**src/rtl/music_pkg.sv**
```systemverilog
// ---------------------------------------------------------------------------
// music_pkg : widths, ROM entry layout and sequencer states for song_reader
// Revision  : 1.0
// ---------------------------------------------------------------------------
`default_nettype none

package music_pkg;

  localparam int NOTE_W     = 6;
  localparam int DUR_W      = 6;
  localparam int ROM_DATA_W = 12;

  // A zero duration marks the end of a song in the ROM.
  localparam logic [DUR_W-1:0] DUR_TERMINATOR = 6'd0;

  typedef enum logic [2:0] {
    ST_IDLE      = 3'd0,
    ST_FETCH     = 3'd1,
    ST_DATA      = 3'd2,
    ST_LOAD      = 3'd3,
    ST_GUARD     = 3'd4,
    ST_WAIT_DONE = 3'd5,
    ST_END       = 3'd6
  } state_t;

endpackage

`default_nettype wire

```
**src/rtl/song_reader_if.sv**
```systemverilog
// ---------------------------------------------------------------------------
// song_reader_if : control, song ROM and note-load signals of song_reader
// Revision       : 1.0
// ---------------------------------------------------------------------------
`default_nettype none

interface song_reader_if #(
  parameter int SONG_BITS = 2,
  parameter int IDX_BITS  = 5
);
  import music_pkg::*;

  logic                          play;
  logic [SONG_BITS-1:0]          song;
  logic                          note_done;
  logic [ROM_DATA_W-1:0]         rom_data;
  logic [SONG_BITS+IDX_BITS-1:0] rom_addr;
  logic [NOTE_W-1:0]             note;
  logic [DUR_W-1:0]              duration;
  logic                          new_note;
  logic                          song_done;
  logic                          busy;

  modport master (
    input  play, song, note_done, rom_data,
    output rom_addr, note, duration, new_note, song_done, busy
  );

  modport slave (
    output play, song, note_done, rom_data,
    input  rom_addr, note, duration, new_note, song_done, busy
  );

endinterface

`default_nettype wire

```
**src/rtl/note_index_counter.sv**
```systemverilog
// ---------------------------------------------------------------------------
// note_index_counter : saturating note index with sync clear and at_max flag
// Revision           : 1.0
// ---------------------------------------------------------------------------
`default_nettype none

module note_index_counter #(
  parameter int IDX_BITS = 5
) (
  input  wire logic                clk,
  input  wire logic                reset,
  input  wire logic                clear,
  input  wire logic                enable,
  output logic      [IDX_BITS-1:0] count,
  output logic                     at_max
);

  assign at_max = (count == {IDX_BITS{1'b1}});

  // Never wraps: the last entry of a song must lead to END, not entry 0.
  always_ff @(posedge clk) begin
    if (!reset) begin
      count <= '0;
    end else if (clear) begin
      count <= '0;
    end else if (enable && !at_max) begin
      count <= count + 1'b1;
    end
  end

endmodule

`default_nettype wire

```
**src/rtl/song_reader.sv**
```systemverilog
// ---------------------------------------------------------------------------
// song_reader : walks a song in an external sync ROM and feeds note_player
// Revision    : 1.0
// ---------------------------------------------------------------------------
`default_nettype none

module song_reader
  import music_pkg::*;
#(
  parameter int SONG_BITS = 2,
  parameter int IDX_BITS  = 5
) (
  input wire logic      clk,
  input wire logic      reset,
  song_reader_if.master bus
);

  state_t               state;
  state_t               state_nxt;
  logic [SONG_BITS-1:0] song_q;
  logic [IDX_BITS-1:0]  idx;
  logic                 idx_at_max;
  logic                 idx_clear;
  logic                 idx_inc;
  logic                 capture;
  logic                 song_change;
  logic [NOTE_W-1:0]    note_q;
  logic [DUR_W-1:0]     dur_q;
  logic [NOTE_W-1:0]    rom_note;
  logic [DUR_W-1:0]     rom_dur;

  assign rom_note = bus.rom_data[ROM_DATA_W-1 -: NOTE_W];
  assign rom_dur  = bus.rom_data[DUR_W-1:0];

  // A new song select aborts the current song from any active state but END.
  assign song_change = (state != ST_IDLE) && (state != ST_END) && (bus.song != song_q);

  note_index_counter #(
    .IDX_BITS (IDX_BITS)
  ) u_idx (
    .clk    (clk),
    .reset  (reset),
    .clear  (idx_clear),
    .enable (idx_inc),
    .count  (idx),
    .at_max (idx_at_max)
  );

  always_ff @(posedge clk) begin
    if (!reset) begin
      state  <= ST_IDLE;
      song_q <= '0;
      note_q <= '0;
      dur_q  <= '0;
    end else begin
      state <= state_nxt;
      if (idx_clear) begin
        song_q <= bus.song;
      end
      if (capture) begin
        note_q <= rom_note;
        dur_q  <= rom_dur;
      end
    end
  end

  always_comb begin
    state_nxt = state;
    idx_clear = 1'b0;
    idx_inc   = 1'b0;
    capture   = 1'b0;
    if (song_change) begin
      state_nxt = ST_FETCH;
      idx_clear = 1'b1;
    end else begin
      case (state)
        ST_IDLE: begin
          if (bus.play) begin
            state_nxt = ST_FETCH;
            idx_clear = 1'b1;
          end
        end
        ST_FETCH: begin
          if (bus.play) state_nxt = ST_DATA;
        end
        ST_DATA: begin
          if (bus.play) begin
            if (rom_dur == DUR_TERMINATOR) begin
              state_nxt = ST_END;
            end else begin
              capture   = 1'b1;
              state_nxt = ST_LOAD;
            end
          end
        end
        ST_LOAD: begin
          if (bus.play) state_nxt = ST_GUARD;
        end
        // Masks a done still asserted from the previous note.
        ST_GUARD: state_nxt = ST_WAIT_DONE;
        ST_WAIT_DONE: begin
          if (bus.note_done) begin
            if (idx_at_max) begin
              state_nxt = ST_END;
            end else begin
              idx_inc   = 1'b1;
              state_nxt = ST_FETCH;
            end
          end
        end
        ST_END:  state_nxt = ST_IDLE;
        default: state_nxt = ST_IDLE;
      endcase
    end
  end

  assign bus.rom_addr  = {song_q, idx};
  assign bus.note      = note_q;
  assign bus.duration  = dur_q;
  assign bus.new_note  = (state == ST_LOAD) && bus.play && !song_change;
  assign bus.song_done = (state == ST_END);
  assign bus.busy      = (state != ST_IDLE);

endmodule

`default_nettype wire

```
**src/flat_wrapper.sv**
```systemverilog
// flat-port wrapper written by rule: the top's interface ports become plain ports
module song_reader_flat import music_pkg::*;
#(
  parameter int SONG_BITS = 2,
  parameter int IDX_BITS  = 5
)
  (clk, reset, bus_play, bus_song, bus_note_done, bus_rom_data, bus_rom_addr, bus_note, bus_duration, bus_new_note, bus_song_done, bus_busy);
  song_reader_if #(.SONG_BITS(SONG_BITS), .IDX_BITS(IDX_BITS)) bus_i ();
  input wire logic clk;
  input wire logic reset;
  input wire logic [$bits(bus_i.play)-1:0] bus_play;
  input wire logic [$bits(bus_i.song)-1:0] bus_song;
  input wire logic [$bits(bus_i.note_done)-1:0] bus_note_done;
  input wire logic [$bits(bus_i.rom_data)-1:0] bus_rom_data;
  output wire logic [$bits(bus_i.rom_addr)-1:0] bus_rom_addr;
  output wire logic [$bits(bus_i.note)-1:0] bus_note;
  output wire logic [$bits(bus_i.duration)-1:0] bus_duration;
  output wire logic [$bits(bus_i.new_note)-1:0] bus_new_note;
  output wire logic [$bits(bus_i.song_done)-1:0] bus_song_done;
  output wire logic [$bits(bus_i.busy)-1:0] bus_busy;
  assign bus_i.play = bus_play;
  assign bus_i.song = bus_song;
  assign bus_i.note_done = bus_note_done;
  assign bus_i.rom_data = bus_rom_data;
  assign bus_rom_addr = bus_i.rom_addr;
  assign bus_note = bus_i.note;
  assign bus_duration = bus_i.duration;
  assign bus_new_note = bus_i.new_note;
  assign bus_song_done = bus_i.song_done;
  assign bus_busy = bus_i.busy;
  song_reader #(.SONG_BITS(SONG_BITS), .IDX_BITS(IDX_BITS)) u_core (.clk(clk), .reset(reset), .bus(bus_i));
endmodule
```
**config.mk**
```make
export PLATFORM = sky130hd
export DESIGN_NAME = song_reader_flat
export DESIGN_NICKNAME = d
export VERILOG_FILES = /design/src/rtl/music_pkg.sv /design/src/rtl/song_reader_if.sv /design/src/rtl/note_index_counter.sv /design/src/rtl/song_reader.sv /design/src/flat_wrapper.sv
export SDC_FILE = /design/constraint.sdc
export NUM_CORES = 1
export LEC_CHECK = 0
export BUFFER_PORTS_ARGS = -buffer_cell sky130_fd_sc_hd__buf_2
export CAP_MARGIN = 30
export CELL_PAD_IN_SITES_DETAIL_PLACEMENT = 0
export CELL_PAD_IN_SITES_GLOBAL_PLACEMENT = 1
export CORE_ASPECT_RATIO = 0.9
export CORE_UTILIZATION = 32
export CTS_CLUSTER_SIZE = 20
export DETAILED_ROUTE_END_ITERATION = 12
export PLACE_DENSITY_LB_ADDON = 0.1
export SLEW_MARGIN = 40
export SYNTH_ARGS = -nofsm -noshare
export SYNTH_HDL_FRONTEND = slang
export SYNTH_HIERARCHICAL = 1
export SYNTH_SLANG_ARGS = --single-unit
```
**constraint.sdc**
```tcl
create_clock -name clk -period 2.1 [get_ports clk]
set_input_delay 0.315 -clock clk [delete_from_list [all_inputs] [get_ports clk]]
set_output_delay 0.315 -clock clk [all_outputs]
set_load 0.005 [all_outputs]
```
# ---- After elaboration in Yosys (flattened, before gate mapping)
# Index checks and enable logic that the tools add are counted.
dict set report totals {
  latch_bits 0
  ramBits 0
  mem_bits_ro 0
  memories 0
  output_inout_bits 22
  inputBits 18
  ff_bits 22
}
dict set report op_classes {
  multipliers 0
  n_div 0
  n_bitwise 1
  reduce_logical 14
  n_shift 0
  muxes 20
  eq_ne 19
  addsub 1
  order_cmp 0
}
# cell n
set op_table {}
lappend op_table {{$mux W3} 7}
lappend op_table {{$pmux W3 S6} 1}
lappend op_table {{$ne A3 B2 Y1 const B} 5}
lappend op_table {{$mux W1} 12}
lappend op_table {{$ne A2 B2 Y1 const B} 5}
lappend op_table {{$reduce_and A5 Y1} 2}
lappend op_table {{$eq A3 B3 Y1 const B} 3}
lappend op_table {{$eq A3 B2 Y1 const B} 2}
lappend op_table {{$logic_not A6 Y1} 1}
lappend op_table {{$add A5 B1 Y5 const B} 1}
lappend op_table {{$eq A5 B5 Y1 const B} 1}
lappend op_table {{$logic_and A1 B1 Y1} 5}
lappend op_table {{$reduce_or A2 Y1} 2}
lappend op_table {{$eq A3 B1 Y1 const B} 1}
lappend op_table {{$logic_not A3 Y1} 1}
lappend op_table {{$ne A3 B3 Y1 const B} 1}
lappend op_table {{$reduce_bool A3 Y1} 1}
lappend op_table {{$logic_not A1 Y1} 2}
lappend op_table {{$ne A2 B2 Y1} 1}
lappend op_table {{$not A1 Y1} 1}

# ---- Depth between registers and ports, before layout
dict set report logic_depth {
  word_depth 6
  ltp_mapped 8
}

# ---- By module
# Netlist, hierarchy kept.
# mod n_inst area_each_um2 cells_each
set modules_own_cells {}
lappend modules_own_cells {song_reader 1 847.1 90}
lappend modules_own_cells {note_index_counter 1 239.0 26}

# ---- Worst setup path before layout
# No wires, ideal clock.
dict set report synth_timing {
  kind {flip-flop to flip-flop}
  startpoint {register u_core.u_idx.count[0]}
  endpoint {register u_core.u_idx.count[3]}
  setup_ps 70
  path_slack_ps 44
  t_required_ps 2030
  path_stages_with_launch 9
  arrival_ps 1986
  path_buffers 0
  path_cell_list {dfxtp_1 -> ha_1 -> and3_1 -> ha_1 -> nand3b_1 -> nor3_1 -> nand2b_4 -> or3_1 -> a21oi_1}
}
dict set report synth_via {
  elab_chain_cells 6
  elab_cells_between_ends 8
  classes_between {add/sub: 1; eq/ne: 1; mux: 4; reduce/logical: 2}
}
# element line_no
set synth_lines {}
lappend synth_lines {{start, declared} note_index_counter.sv:14} ;# output logic [IDX_BITS-1:0] count,
lappend synth_lines {{start signal, assigned} note_index_counter.sv:27} ;# count <= count + 1'b1;
lappend synth_lines {{$eq A5 B5 Y1} note_index_counter.sv:18} ;# assign at_max = (count == {IDX_BITS{1'b1}});
lappend synth_lines {{via u_core.idx_at_max} song_reader.sv:22} ;# logic idx_at_max;
lappend synth_lines {{$mux W1} song_reader.sv:103} ;# if (idx_at_max) begin
lappend synth_lines {{$mux W1} song_reader.sv:102} ;# if (bus.note_done) begin
lappend synth_lines {{$mux W1} song_reader.sv:76} ;# case (state)
lappend synth_lines {{$mux W1} song_reader.sv:72} ;# if (song_change) begin
lappend synth_lines {{via u_core.idx_inc} song_reader.sv:24} ;# logic idx_inc;
lappend synth_lines {{$logic_and A1 B1 Y1} note_index_counter.sv:26} ;# end else if (enable && !at_max) begin
# The timed path passes the listed nets, and every way through them passes these cells.
# A chain may end at the register's enable or synchronous reset.

# ---- Final worst setup path
# Ends and elaborated chain as after synthesis.

==> results.ini <==
[place]
routabilityCongestion = 0.742
dp_slack_ns = 0.103
dp_hpwl_um = 1720
io_buffer_count = 39

[timing]
max_freq_ghz = 0.492
setup_viol = 0
final.setup.worst_slack_ns = 0.0677
worst_slew_pin_slew_ns = 0.414
slew_viol_final = 0
fin_skew_ns = 0.00284
period_share = 0.968
fin_crit_ns = 2.03
relSlewSlack = 0.723
finalHoldViolCount = 0

[detailed_routing]
vias_per_cell = 4.56
drc_errors = 0
wl_met3_um = 113
wirelength_um = 2290
route.met2.wl_um = 1090
met1_length_um = 1040
dr.max_layer_used = met4
wl_per_cell_um = 11.5
dr_total_vias = 911
ant_nets = 0
drt_first_pass_iters = 2
drt_iter0_drc = 14

[pwr]
p_per_area_mw_per_mm2 = 687
vdd_drop_max_mv = 0.461
p_leak_uw = 0.000704
finalPower_uw = 965

[grt]
antenna_found_initial = 0
overflow = 0
grt_pass1_vias = 889
grt_max_degree = 18
grt_first_pass_wirelength_um = 3890
grt_usage = 0.140

[logic_synthesis]
ys_warn_count = 6
synth-seq-cells = 22
netlist_instances = 116
netlist_area_mm2 = 0.00109
ys_seq_area_frac = 0.406
synth_nets = 136
avgSynthCellArea_um2 = 9.36
synthDistinctLibCells = 33

[clock_network]
htreeDepth = 1
cts.clk_slew.worst_paths_ns = 0.08
ctsResizeCount = 0
clockBufferDepth = 2
postCtsSetupBuffers = 0
cts.hold.buffers_added = 0
clk_latency_ns = 0.27
cts_buffers = 3
cts_tree = built
cts_root_buf = clkbuf_8
numClockSinks = 22

[critical_path]
start_kind = flop
worstPathCellList = ha_1 > and3_1 > ha_1 > nand3b_1 > nor3_2 > buf_4 > nand2b_4 > or3_1 > a21oi_1
r2r_cells = 9
rr_startpoint = u_core/u_idx/count[0]
crit_path_top_delay_cell = dfxtp_1
arrival_ns = 2.24
worstSetupPathType = flop to flop
required_ns = 2.30
crit_path_end_kind = flop
startpoint = u_core/u_idx/count[0]
slowest_delay_ns = 0.35
cp_max_fo = 4
crit_path_frequent_cell = ha_1

[run]
drv_cap = 0

[floorplanning]
ioPinCount = 40
fp.coreArea_mm2 = 0.00314
die_h_um = 57.3
initial_core_util = 0.346
die_w_um = 63.4
fp-row-count = 19
die_area_mm2 = 0.00363

[final_layout]
layout_common_cells = buf_2, dfxtp_1, mux2i_1, nor2b_1, nand2_1
nets = 179
synthToLayoutAreaGrowth_pct = 29.3
final_common_cell = buf_2
fill_cells = 336
antenna_cells = 0
drive_gt1_frac = 0.342

[min_path]
hp-class = input port to flop
hold_start = bus_rom_data[8]
worstHoldPathCells = 3

[run_status]
run_status = complete, no violations

-- power breakdown --
group / total (µW) / switching (µW) / internal (µW)
Clock: 402 / 147 / 255
Combinational: 123 / 63.9 / 58.8
Sequential: 441 / 13.8 / 427
-- cell families after synthesis --
family,synth area share
simple gates,0.272
flops,0.406
compound gates,0.0979
xor+xnor,0.0323
mux,0.129
fa+ha+maj,0.0230
buf+inv,0.0403
-- sequential cells by signal, indices dropped and copies added (netlist names) --
signal and flops:
u_core/state 3, u_core/u_idx/count 5, u_core/bus.duration 6, u_core/song_q 2, u_core/bus.note 6
-- cell type report --
class,count,area [µm²],area share
multi-input cells,86,607,0.432
flip-flops and latches,22,440,0.314
well taps,42,52.6,0.0374
clock buffers,3,41.3,0.0294
inverters,4,15.0,0.0107
clock inverters,1,30.0,0.0214
repair buffers,42,218,0.155
-- worst paths after layout --
path                           endpoint  slack (ns)
hold / removal       u_core/bus.note[2]        0.30
hold reg to reg   u_core/u_idx/count[4]        0.48
setup reg to reg  u_core/u_idx/count[3]        0.07
setup / recovery  u_core/u_idx/count[3]        0.07
-- synthesized netlist by cell type --
cell      instances  share of area
dfxtp_1          22           0.41
mux2i_1          14           0.13
nor2b_1          14          0.081
nand2_1          10          0.035
a21oi_1           8          0.037
nor2_1            6          0.021
o21ai_0           4          0.018
and3_1            3          0.017
inv_1             3          0.010
xnor2_1           3          0.024
buf_2             2         0.0092
ha_1              2          0.023
nand3_1           2         0.0092
nand3b_1          2          0.014
nor3_4            2          0.030
o22ai_1           2          0.012
a211oi_1          1         0.0069
a22oi_2           1          0.012
a31oi_1           1         0.0058
and2_1            1         0.0058
and2b_2           1         0.0081
and3b_1           1         0.0081
buf_8             1          0.014
clkbuf_1          1         0.0035
inv_2             1         0.0035
nand2b_1          1         0.0058
nand2b_4          1          0.013
nand3_2           1         0.0092
nor3_1            1         0.0046
nor4_1            1         0.0058
o21a_1            1         0.0069
or3_1             1         0.0058
xor2_1            1         0.0081
-- per-layer routing --
metal	track usage	vias up
li1	-	479
met1	0.161	406
met2	0.231	21
met3	0.0420	5
met4	0.0844	0
met5	0	-
-- worst max-delay path: cells and delay by family, from the launching register on --
family / cells / cell delay (ns)
AND/OR/NAND/NOR: 5 / 0.91
adder cells (fa/ha/maj): 2 / 0.40
flip-flops: 1 / 0.35
buffers and inverters: 1 / 0.16
AO/OA/AOI/OAI: 1 / 0.14
-- through the flow --
step | utilization | hold slack (ns) | area, µm² | setup TNS [ns] | std cells
after global placement | 0.423 | 0.479 | 1330 | 0 | 196
after global routing | 0.447 | 0.313 | 1400 | -0.00992 | 200
after detailed placement | 0.423 | 0.473 | 1330 | 0 | 196
after floorplan | - | 0.443 | 1090 | 0 | 116
final | 0.447 | 0.300 | 1400 | 0 | 200
after CTS | 0.446 | 0.289 | 1400 | 0 | 200
No activity file was read; power rests on OpenSTA's default activity.
